File: src/rtl/vram_arbiter_if.sv
`default_nettype none
// ============================================================================
// Module   : vram_arbiter_if
// Brief    : GPU fetch, CPU bridge and VRAM port bundle for vram_arbiter.
// Revision : 1.0
// ============================================================================
interface vram_arbiter_if;
  logic        gpu_req_i;
  logic [11:0] gpu_addr_i;
  logic        gpu_gnt_o;
  logic        gpu_rvalid_o;
  logic [7:0]  gpu_rdata_o;

  logic        cpu_wr_i;
  logic [11:0] cpu_waddr_i;
  logic [7:0]  cpu_wdata_i;
  logic        cpu_wfull_o;
  logic        cpu_rd_i;
  logic [11:0] cpu_raddr_i;
  logic        cpu_rbusy_o;
  logic        cpu_rdone_o;
  logic [7:0]  cpu_rdata_o;

  logic        vram_en_o;
  logic        vram_we_o;
  logic [11:0] vram_addr_o;
  logic [7:0]  vram_wdata_o;
  logic [7:0]  vram_rdata_i;

  modport slave (
    input  gpu_req_i, gpu_addr_i,
    input  cpu_wr_i, cpu_waddr_i, cpu_wdata_i, cpu_rd_i, cpu_raddr_i,
    input  vram_rdata_i,
    output gpu_gnt_o, gpu_rvalid_o, gpu_rdata_o,
    output cpu_wfull_o, cpu_rbusy_o, cpu_rdone_o, cpu_rdata_o,
    output vram_en_o, vram_we_o, vram_addr_o, vram_wdata_o
  );

  modport master (
    output gpu_req_i, gpu_addr_i,
    output cpu_wr_i, cpu_waddr_i, cpu_wdata_i, cpu_rd_i, cpu_raddr_i,
    output vram_rdata_i,
    input  gpu_gnt_o, gpu_rvalid_o, gpu_rdata_o,
    input  cpu_wfull_o, cpu_rbusy_o, cpu_rdone_o, cpu_rdata_o,
    input  vram_en_o, vram_we_o, vram_addr_o, vram_wdata_o
  );
endinterface
`default_nettype wire

File: src/rtl/vram_arbiter.sv
`default_nettype none
// ============================================================================
// Module   : vram_arbiter
// Brief    : Single-port VRAM arbiter, GPU priority with bounded CPU starvation.
// Revision : 1.0
// ============================================================================
module vram_arbiter #(
  parameter int WR_FIFO_DEPTH = 4,
  parameter int STARVE_LIMIT  = 8
) (
  input  wire logic     clk_gpu,
  input  wire logic     rst,
  vram_arbiter_if.slave bus
);

  localparam int c_PTR_W = (WR_FIFO_DEPTH > 1) ? $clog2(WR_FIFO_DEPTH) : 1;
  localparam int c_CNT_W = c_PTR_W + 1;
  localparam int c_STV_W = $clog2(STARVE_LIMIT + 1);

  localparam logic [11:0]        c_VRAM_SIZE  = 12'h900;
  localparam logic [c_CNT_W-1:0] c_FIFO_DEPTH = c_CNT_W'(WR_FIFO_DEPTH);
  localparam logic [c_STV_W-1:0] c_STARVE_MAX = c_STV_W'(STARVE_LIMIT);

  localparam logic [1:0] c_ST_IDLE = 2'd0;
  localparam logic [1:0] c_ST_PEND = 2'd1;
  localparam logic [1:0] c_ST_DATA = 2'd2;

  logic [1:0]         state_q, state_d;
  logic [11:0]        raddr_q, raddr_d;
  logic [11:0]        fifo_addr_q [WR_FIFO_DEPTH];
  logic [11:0]        fifo_addr_d [WR_FIFO_DEPTH];
  logic [7:0]         fifo_data_q [WR_FIFO_DEPTH];
  logic [7:0]         fifo_data_d [WR_FIFO_DEPTH];
  logic [c_PTR_W-1:0] wr_ptr_q, wr_ptr_d;
  logic [c_PTR_W-1:0] rd_ptr_q, rd_ptr_d;
  logic [c_CNT_W-1:0] count_q, count_d;
  logic [c_STV_W-1:0] starve_q, starve_d;
  logic               gpu_rvalid_q, gpu_rvalid_d;
  logic               gpu_oob_q, gpu_oob_d;
  logic               cpu_rdone_q, cpu_rdone_d;
  logic [7:0]         cpu_rdata_q, cpu_rdata_d;

  logic        fifo_empty, fifo_full, push, pop;
  logic        rd_pending, rd_in_data, rd_busy, cpu_pending;
  logic        gpu_win, wr_win, rd_win;
  logic [11:0] head_addr;
  logic [7:0]  head_data;
  logic        vram_en, vram_we;
  logic [11:0] vram_addr;
  logic [7:0]  vram_wdata;

  // Arbitration: grants are masked while reset is asserted so every output is 0.
  always_comb begin
    fifo_empty  = (count_q == '0);
    fifo_full   = (count_q == c_FIFO_DEPTH);
    head_addr   = fifo_addr_q[rd_ptr_q];
    head_data   = fifo_data_q[rd_ptr_q];
    cpu_pending = !fifo_empty || rd_pending;
    gpu_win     = !rst && bus.gpu_req_i && (starve_q < c_STARVE_MAX);
    wr_win      = !rst && !gpu_win && !fifo_empty;
    rd_win      = !rst && !gpu_win && fifo_empty && rd_pending;
    pop         = wr_win;
    push        = bus.cpu_wr_i && (!fifo_full || pop);
  end

  always_comb begin
    vram_en    = 1'b0;
    vram_we    = 1'b0;
    vram_addr  = '0;
    vram_wdata = '0;
    if (gpu_win) begin
      if (bus.gpu_addr_i < c_VRAM_SIZE) begin
        vram_en   = 1'b1;
        vram_addr = bus.gpu_addr_i;
      end
    end else if (wr_win) begin
      if (head_addr < c_VRAM_SIZE) begin
        vram_en    = 1'b1;
        vram_we    = 1'b1;
        vram_addr  = head_addr;
        vram_wdata = head_data;
      end
    end else if (rd_win) begin
      if (raddr_q < c_VRAM_SIZE) begin
        vram_en   = 1'b1;
        vram_addr = raddr_q;
      end
    end
  end

  always_comb begin
    fifo_addr_d = fifo_addr_q;
    fifo_data_d = fifo_data_q;
    wr_ptr_d    = wr_ptr_q;
    rd_ptr_d    = rd_ptr_q;
    count_d     = count_q;
    if (push) begin
      fifo_addr_d[wr_ptr_q] = bus.cpu_waddr_i;
      fifo_data_d[wr_ptr_q] = bus.cpu_wdata_i;
      wr_ptr_d              = wr_ptr_q + c_PTR_W'(1);
    end
    if (pop) begin
      rd_ptr_d = rd_ptr_q + c_PTR_W'(1);
    end
    case ({push, pop})
      2'b10:   count_d = count_q + c_CNT_W'(1);
      2'b01:   count_d = count_q - c_CNT_W'(1);
      default: count_d = count_q;
    endcase
  end

  // Starvation counter only runs while the GPU keeps the CPU waiting.
  always_comb begin
    starve_d = starve_q;
    if (wr_win || rd_win || !cpu_pending) begin
      starve_d = '0;
    end else if (gpu_win && (starve_q < c_STARVE_MAX)) begin
      starve_d = starve_q + c_STV_W'(1);
    end
  end

  always_ff @(posedge clk_gpu or posedge rst) begin
    if (rst) begin
      state_q <= c_ST_IDLE;
    end else begin
      state_q <= state_d;
    end
  end

  always_comb begin
    state_d = state_q;
    raddr_d = raddr_q;
    case (state_q)
      c_ST_IDLE: begin
        if (bus.cpu_rd_i) begin
          state_d = c_ST_PEND;
          raddr_d = bus.cpu_raddr_i;
        end
      end
      c_ST_PEND: begin
        if (rd_win) begin
          state_d = c_ST_DATA;
        end
      end
      c_ST_DATA: state_d = c_ST_IDLE;
      default:   state_d = c_ST_IDLE;
    endcase
  end

  always_comb begin
    rd_pending = (state_q == c_ST_PEND);
    rd_in_data = (state_q == c_ST_DATA);
    rd_busy    = (state_q != c_ST_IDLE);
  end

  // Read returns: VRAM data arrives the cycle after the grant; out-of-range reads return 0.
  always_comb begin
    gpu_rvalid_d = gpu_win;
    gpu_oob_d    = (bus.gpu_addr_i >= c_VRAM_SIZE);
    cpu_rdone_d  = rd_in_data;
    cpu_rdata_d  = cpu_rdata_q;
    if (rd_in_data) begin
      cpu_rdata_d = (raddr_q >= c_VRAM_SIZE) ? 8'h00 : bus.vram_rdata_i;
    end
  end

  always_ff @(posedge clk_gpu or posedge rst) begin
    if (rst) begin
      for (int i = 0; i < WR_FIFO_DEPTH; i++) begin
        fifo_addr_q[i] <= '0;
        fifo_data_q[i] <= '0;
      end
      wr_ptr_q     <= '0;
      rd_ptr_q     <= '0;
      count_q      <= '0;
      starve_q     <= '0;
      raddr_q      <= '0;
      gpu_rvalid_q <= 1'b0;
      gpu_oob_q    <= 1'b0;
      cpu_rdone_q  <= 1'b0;
      cpu_rdata_q  <= '0;
    end else begin
      fifo_addr_q  <= fifo_addr_d;
      fifo_data_q  <= fifo_data_d;
      wr_ptr_q     <= wr_ptr_d;
      rd_ptr_q     <= rd_ptr_d;
      count_q      <= count_d;
      starve_q     <= starve_d;
      raddr_q      <= raddr_d;
      gpu_rvalid_q <= gpu_rvalid_d;
      gpu_oob_q    <= gpu_oob_d;
      cpu_rdone_q  <= cpu_rdone_d;
      cpu_rdata_q  <= cpu_rdata_d;
    end
  end

  assign bus.gpu_gnt_o    = gpu_win;
  assign bus.gpu_rvalid_o = gpu_rvalid_q;
  assign bus.gpu_rdata_o  = (gpu_rvalid_q && !gpu_oob_q) ? bus.vram_rdata_i : 8'h00;
  assign bus.cpu_wfull_o  = fifo_full;
  assign bus.cpu_rbusy_o  = rd_busy;
  assign bus.cpu_rdone_o  = cpu_rdone_q;
  assign bus.cpu_rdata_o  = cpu_rdata_q;
  assign bus.vram_en_o    = vram_en;
  assign bus.vram_we_o    = vram_we;
  assign bus.vram_addr_o  = vram_addr;
  assign bus.vram_wdata_o = vram_wdata;

endmodule
`default_nettype wire

File: src/flat_wrapper.sv
// flat-port wrapper written by rule: the top's interface ports become plain ports
module vram_arbiter_flat 
#(
  parameter int WR_FIFO_DEPTH = 4,
  parameter int STARVE_LIMIT  = 8
)
  (clk_gpu, rst, bus_gpu_req_i, bus_gpu_addr_i, bus_cpu_wr_i, bus_cpu_waddr_i, bus_cpu_wdata_i, bus_cpu_rd_i, bus_cpu_raddr_i, bus_vram_rdata_i, bus_gpu_gnt_o, bus_gpu_rvalid_o, bus_gpu_rdata_o, bus_cpu_wfull_o, bus_cpu_rbusy_o, bus_cpu_rdone_o, bus_cpu_rdata_o, bus_vram_en_o, bus_vram_we_o, bus_vram_addr_o, bus_vram_wdata_o);
  vram_arbiter_if bus_i ();
  input  wire logic clk_gpu;
  input  wire logic rst;
  input wire logic [$bits(bus_i.gpu_req_i)-1:0] bus_gpu_req_i;
  input wire logic [$bits(bus_i.gpu_addr_i)-1:0] bus_gpu_addr_i;
  input wire logic [$bits(bus_i.cpu_wr_i)-1:0] bus_cpu_wr_i;
  input wire logic [$bits(bus_i.cpu_waddr_i)-1:0] bus_cpu_waddr_i;
  input wire logic [$bits(bus_i.cpu_wdata_i)-1:0] bus_cpu_wdata_i;
  input wire logic [$bits(bus_i.cpu_rd_i)-1:0] bus_cpu_rd_i;
  input wire logic [$bits(bus_i.cpu_raddr_i)-1:0] bus_cpu_raddr_i;
  input wire logic [$bits(bus_i.vram_rdata_i)-1:0] bus_vram_rdata_i;
  output wire logic [$bits(bus_i.gpu_gnt_o)-1:0] bus_gpu_gnt_o;
  output wire logic [$bits(bus_i.gpu_rvalid_o)-1:0] bus_gpu_rvalid_o;
  output wire logic [$bits(bus_i.gpu_rdata_o)-1:0] bus_gpu_rdata_o;
  output wire logic [$bits(bus_i.cpu_wfull_o)-1:0] bus_cpu_wfull_o;
  output wire logic [$bits(bus_i.cpu_rbusy_o)-1:0] bus_cpu_rbusy_o;
  output wire logic [$bits(bus_i.cpu_rdone_o)-1:0] bus_cpu_rdone_o;
  output wire logic [$bits(bus_i.cpu_rdata_o)-1:0] bus_cpu_rdata_o;
  output wire logic [$bits(bus_i.vram_en_o)-1:0] bus_vram_en_o;
  output wire logic [$bits(bus_i.vram_we_o)-1:0] bus_vram_we_o;
  output wire logic [$bits(bus_i.vram_addr_o)-1:0] bus_vram_addr_o;
  output wire logic [$bits(bus_i.vram_wdata_o)-1:0] bus_vram_wdata_o;
  assign bus_i.gpu_req_i = bus_gpu_req_i;
  assign bus_i.gpu_addr_i = bus_gpu_addr_i;
  assign bus_i.cpu_wr_i = bus_cpu_wr_i;
  assign bus_i.cpu_waddr_i = bus_cpu_waddr_i;
  assign bus_i.cpu_wdata_i = bus_cpu_wdata_i;
  assign bus_i.cpu_rd_i = bus_cpu_rd_i;
  assign bus_i.cpu_raddr_i = bus_cpu_raddr_i;
  assign bus_i.vram_rdata_i = bus_vram_rdata_i;
  assign bus_gpu_gnt_o = bus_i.gpu_gnt_o;
  assign bus_gpu_rvalid_o = bus_i.gpu_rvalid_o;
  assign bus_gpu_rdata_o = bus_i.gpu_rdata_o;
  assign bus_cpu_wfull_o = bus_i.cpu_wfull_o;
  assign bus_cpu_rbusy_o = bus_i.cpu_rbusy_o;
  assign bus_cpu_rdone_o = bus_i.cpu_rdone_o;
  assign bus_cpu_rdata_o = bus_i.cpu_rdata_o;
  assign bus_vram_en_o = bus_i.vram_en_o;
  assign bus_vram_we_o = bus_i.vram_we_o;
  assign bus_vram_addr_o = bus_i.vram_addr_o;
  assign bus_vram_wdata_o = bus_i.vram_wdata_o;
  vram_arbiter #(.WR_FIFO_DEPTH(WR_FIFO_DEPTH), .STARVE_LIMIT(STARVE_LIMIT)) u_core (.clk_gpu(clk_gpu), .rst(rst), .bus(bus_i));
endmodule
File: config.mk
export PLATFORM = sky130hd
export DESIGN_NAME = vram_arbiter_flat
export DESIGN_NICKNAME = d
export VERILOG_FILES = /design/src/rtl/vram_arbiter_if.sv /design/src/rtl/vram_arbiter.sv /design/src/flat_wrapper.sv
export SDC_FILE = /design/constraint.sdc
export NUM_CORES = 1
export LEC_CHECK = 0
export CORE_ASPECT_RATIO = 1.5
export CORE_MARGIN = 3
export CORE_UTILIZATION = 32
export CTS_BUF_LIST = sky130_fd_sc_hd__clkbuf_16
export DETAILED_ROUTE_END_ITERATION = 12
export HOLD_SLACK_MARGIN = 0.03
export SLEW_MARGIN = 10
export SYNTH_ARGS = -nofsm -noshare
export SYNTH_HDL_FRONTEND = slang
export SYNTH_SLANG_ARGS = --single-unit
File: constraint.sdc
create_clock -name clk_gpu -period 8.4 [get_ports clk_gpu]
set_input_delay 1.68 -clock clk_gpu [delete_from_list [all_inputs] [get_ports clk_gpu]]
set_output_delay 1.68 -clock clk_gpu [all_outputs]
set_load 0.005 [all_outputs]
==> Word-level counts from Yosys, hierarchy flattened <==
Cells that the tools add are included.
{ "word_totals": {"elab_cells": 105, "in_bits": 57, "regBits": 116} }
{ "classes": {"n_reduce_logical": 27, "eq_ne": 7, "mux": 37, "add_sub_neg": 5, "n_lt_le_gt_ge": 9, "bitwise_logic": 2} }
{ "ops": {"columns": ["op", "count"], "rows": [
  ["12-bit two-way mux", 9],
  ["8-bit two-way mux", 8],
  ["48-bit bitwise mux", 1],
  ["12-bit < comparator, second input constant", 3],
  ["32-bit bitwise mux", 1],
  ["12-bit binary-select mux with 2-bit select", 1],
  ["12-bit demux with 2-bit select", 1],
  ["12-bit greater-or-equal comparator, second input constant", 2],
  ["8-bit binary-select mux with 2-bit select", 1],
  ["8-bit demux with 2-bit select", 1],
  ["1-bit logical AND", 10],
  ["1-bit two-way mux", 8],
  ["4-bit two-way mux", 2],
  ["3-bit greater-or-equal comparator, second input constant", 2],
  ["1-bit zero test", 6],
  ["2-bit inverter with 3-bit output", 2],
  ["3-bit one-hot mux with 2 select lines", 1],
  ["2-bit nonzero test", 3],
  ["2-bit by 1-bit adder with 2-bit output, second input constant", 2],
  ["4-bit by 1-bit adder with 4-bit output, second input constant", 1],
  ["2-bit by 1-bit equality test with 1-bit output, second input constant", 2],
  ["2-bit equality test, second input constant", 2],
  ["1-bit logical OR", 4],
  ["4-bit < comparator, second input constant", 1],
  ["other kinds (10)", 13]
]} }

==> Depth between registers and ports, before layout <==
{ "logic_depth": {"word_depth": 10, "depth_mapped": 7, "ltp_nobuf": 7} }

==> Least setup slack after synthesis <==
No wires, ideal clock.
{ "synth_timing": {"kind": "input port to output port", "startpoint": "in rst", "endpoint": "out bus_vram_addr_o[11]", "required_ns": 6.720, "setup_slack_ns": 1.441, "arrival_time_ns": 5.279, "cell_stages": 6, "path_cell_list": "inv_1 nand2_1 nor2_1 clkbuf_1 a21oi_1 o21ai_0"} }
{ "synth_via": {"elab_chain_len": 10, "word_cells_on_any_way": 11, "classes_between": "mux (3); reduce/logical (8)"} }
{ "synth_rtl": {"columns": ["element", "line_no", "rtl"], "rows": [
  ["from (decl)", "flat_wrapper.sv:10", "input wire logic rst;"],
  ["1-bit zero test *", "vram_arbiter.sv:59, vram_arbiter.sv:60, vram_arbiter.sv:61", null],
  ["1-bit logical AND (2 in a row)", "vram_arbiter.sv:59", "gpu_win = !rst && bus.gpu_req_i && (starve_q < c_STARVE_MAX);"],
  ["1-bit zero test", "vram_arbiter.sv:60, vram_arbiter.sv:61", null],
  ["1-bit logical AND", "vram_arbiter.sv:60, vram_arbiter.sv:61", null],
  ["1-bit logical AND (2 in a row)", "vram_arbiter.sv:61", "rd_win = !rst && !gpu_win && fifo_empty && rd_pending;"],
  ["12-bit two-way mux", "vram_arbiter.sv:83", "end else if (rd_win) begin"],
  ["12-bit two-way mux", "vram_arbiter.sv:76", "end else if (wr_win) begin"],
  ["12-bit two-way mux *", "vram_arbiter.sv:71", "if (gpu_win) begin"],
  ["to (decl)", "flat_wrapper.sv:28", "output wire logic [$bits(bus_i.vram_addr_o)-1:0] bus_vram_addr_o;"]
]} }
Mark *: on every way between the ends. The rest lies on a longest branch, timed or not.

==> Worst setup path after layout <==
Same ends and word-level chain as after synthesis.

==> flow_summary.yaml <==
status:
  outcome: "completed"
power:
  clockPowerShare_pct: 24.4
  p_leak_nw: 3.08
  pwr-share-seq_pct: 38.2
  sw_frac_of_total_pct: 29.9
  p_per_area_nw_per_um2: 364
  vdd_drop_max_v: 0.000145
  power_frac_comb_pct: 37.4
  netSwitchingPower_mw: 0.778
  p_int_mw: 1.82
sta:
  maxSlewViolCount: 0
  rsz0062_at_grt: "false"
  setup_violations: 0
  fin_skew_ns: 0.00729
  finalHoldViolations: 0
  fmax_ghz: 0.156
  fin_crit_ns: 6.40
  fin_tns_setup_ns: 0
  slew_headroom_pct: 22.5
  post-route-period-util_pct: 76.2
  worst_pin_slew_ns: 1.16
worst_hold_path:
  worstHoldStart: "u_core.bus.cpu_rdata_o[3]"
  whs_path_depth: 2
  hp-class: "reg2reg"
critical_path:
  crit_cells: 7
  rr_worst_depth: 5
  crit_path_top_delay_cell: "nor2b_1"
  slowest_delay_ns: 0.77
  worstPathCellList: "clkdlybuf4s50_1 -> inv_4 -> nand4_1 -> nor2b_1 -> a21oi_1 -> o21ai_0 -> clkdlybuf4s50_1"
  cp_data_required_time_ns: 6.72
  critPathCaptureType: "primary output"
  timing.rr.start: "u_core.starve_q[3]"
  critPathLaunch: "rst"
  crit_buf_inv: 3
  path_common_cell: "clkdlybuf4s50_1"
  cp_data_arrival_time_ns: 4.72
  crit_type: "in2out"
  path_delay_family: "buffers and inverters"
  worstSetupStartpointType: "input pin"
  crit_fanout: 63
synthesis:
  avgSynthCellArea_um2: 13.8
  synthFlopType: "dfrtp_1"
  yosysSeqAreaShare_pct: 53.2
  synth_nets: 458
  synthCells: 395
  ys_ff_latch: 116
  yosysWarnings: 0
  async_flop_share_pct: 100
  netlist_area_um2: 5460
  synth_edf_count: 0
  ys_types: 42
cts:
  cts-resized-gates: 0
  clockBufferDepth: 2
  ctsRootBufferMaster: "clkbuf_16"
  clk_pin_slew_worst_paths_ns: 0.05
  clkLatencyLatePin_ns: 0.41
  h-tree-depth: 4
  post_cts_buffers: 0
  cts_tree: "yes"
  clock_sinks: 116
  cts_hold_buf: 0
  cts_inserted_buffers: 17
floorplanning:
  coreArea_um2: 16500
  io_pins: 100
  floorplan.initialDensity_pct: 33.1
  die_area_um2: 18700
  num_rows: 57
  die-height_um: 166
  fp.dieW_um: 113
placement:
  dpl.hpwl_um: 8650
  gp_congestion: 0.781
  dp_cells: 685
  io_buffers: 99
detailed_routing:
  routed_wl_um: 12500
  wl_per_cell_um: 17.4
  ant_nets: 0
  drcViolationCount: 0
  drt_first_pass_iters: 4
  dr_total_vias: 3521
  avgViaCountPerCell: 4.92
  drtIter0Drc: 131
run:
  drv_cap: 0
final_layout:
  n_antenna_cell: 0
  area_delta_synth_final_pct: 30.7
  nets: 561
  final_layout_size_suffix_gt1_share_pct: 28.0
  final_cells: 716
grt:
  track_usage_pct: 13.9
  antenna_found_initial: 0
  grt_max_degree: 64
  grt_pass1_wl_um: 20300
  grt_pass1_vias: 3871
  grt_overflow: 0
[registers in the layout, indices dropped and copies added, names as in the netlist]
signal,cells
u_core.bus.cpu_rdata_o,8
u_core.bus.cpu_rdone_o,1
u_core.bus.gpu_rvalid_o,1
u_core.count_q,3
u_core.fifo_addr_q,48
u_core.fifo_data_q,32
u_core.gpu_oob_q,1
u_core.raddr_q,12
u_core.rd_ptr_q,2
u_core.starve_q,4
u_core.state_q,2
u_core.wr_ptr_q,2
[layout by cell type, fill, tap and decap left out, drive strengths merged, types with 5 or more instances in the layout]
cell type      netlist  final
dfrtp              116    116
clkdlybuf4s50        0     99
mux2                92     92
nand2               31     31
o21ai               21     21
inv                 19     20
mux4                20     20
clkbuf               2     17
nor2                11     11
a22oi               11     11
and2                 9      9
clkinv               0      9
and2b                8      8
xnor2                5      5
ha                   5      5
[synth_stat cells, types with 2 or more instances]
cell	n	area (um^2)
dfrtp_1	116	2900
mux2_2	89	1000
nand2_1	31	116
inv_1	19	71.3
o21ai_0	13	65.1
a22oi_1	11	82.6
mux4_1	11	289
nor2_1	11	41.3
and2_1	9	56.3
mux4_2	9	203
and2b_1	8	60.1
buf_4	8	60.1
o21ai_2	8	70.1
buf_2	5	25.0
ha_1	5	62.6
xnor2_1	5	43.8
nor2b_1	4	25.0
mux2_1	3	33.8
nand2b_1	3	18.8
buf_6	2	22.5
clkbuf_1	2	7.51
nor3_2	2	20.0
xor2_1	2	17.5
[tightest hold or removal path: stages (launching register included)]
cell and delay (ns):
dfrtp_1 0.34, nand2_1 0.04, o21ai_0 0.06
[final timing paths]
check / endpoint / slack, ns
max reg2reg: u_core.fifo_addr_q[14] / 5.78
min: u_core.bus.cpu_rdata_o[3] / 0.48
max in group asynchronous: u_core.gpu_oob_q / 5.25
max: bus_vram_addr_o[11] / 2.00
min in group asynchronous: u_core.count_q[1] / 1.89
min reg2reg: u_core.bus.cpu_rdata_o[3] / 0.48
[per-layer routing]
metal	part of all wire, %	track usage (%)
met1	40	15.7
met2	54	24.8
met3	4.5	3.17
met4	1.7	6.01
met5	0	0
[stage by stage]
| step | hold slack, ns | setup slack, ns | power [mW] | utilization, % | cell area, um^2 |
|---|---|---|---|---|---|
| 2_1_floorplan | 0.441 | 1.44 | 1.64 | - | 5460 |
| 3_3_place_gp | 0.464 | 2.01 | 1.95 | 40.2 | 6620 |
| 3_5_place_dp | 0.473 | 1.92 | 2.00 | 40.2 | 6620 |
| 4_1_cts | 0.479 | 1.91 | 2.64 | 43.3 | 7140 |
| 5_1_grt | 0.498 | 1.65 | 2.77 | 43.3 | 7140 |
| 6_report | 0.479 | 2.00 | 2.60 | 43.3 | 7140 |
[power by group through the flow]
| stage | sequential [mW] | combinational, mW | clock (mW) |
|---|---|---|---|
| CTS | 0.995 | 0.998 | 0.651 |
| global route | 1.03 | 1.07 | 0.676 |
| global placement | 0.984 | 0.967 | 0 |
| detailed placement | 1.00 | 0.992 | 0 |
| floorplan | 0.937 | 0.707 | 0 |
| finish | 0.993 | 0.974 | 0.634 |
[cells by family (layout without fill, tap and decap cells)]
kind of cell / count (synthesis) / count (layout) / share of synthesized area [%]
fa+ha+maj: 6 / 6 / 1.51
flops: 116 / 116 / 53.2
compound gates: 40 / 40 / 5.18
simple gates: 76 / 76 / 7.38
buf+inv: 37 / 152 / 3.48
mux: 113 / 113 / 28.2
xor+xnor: 7 / 7 / 1.12
[area by class of cell]
type / instances / area [um^2]
sequential: 116 / 2900
clock buffer: 17 / 425
multi-input combinational: 242 / 2370
tap: 206 / 258
clock inverter: 14 / 97.6
inverter: 19 / 73.8
timing repair buffer: 102 / 1010
fill: 1551 / 9340
Power figures use the tool's default switching activity.
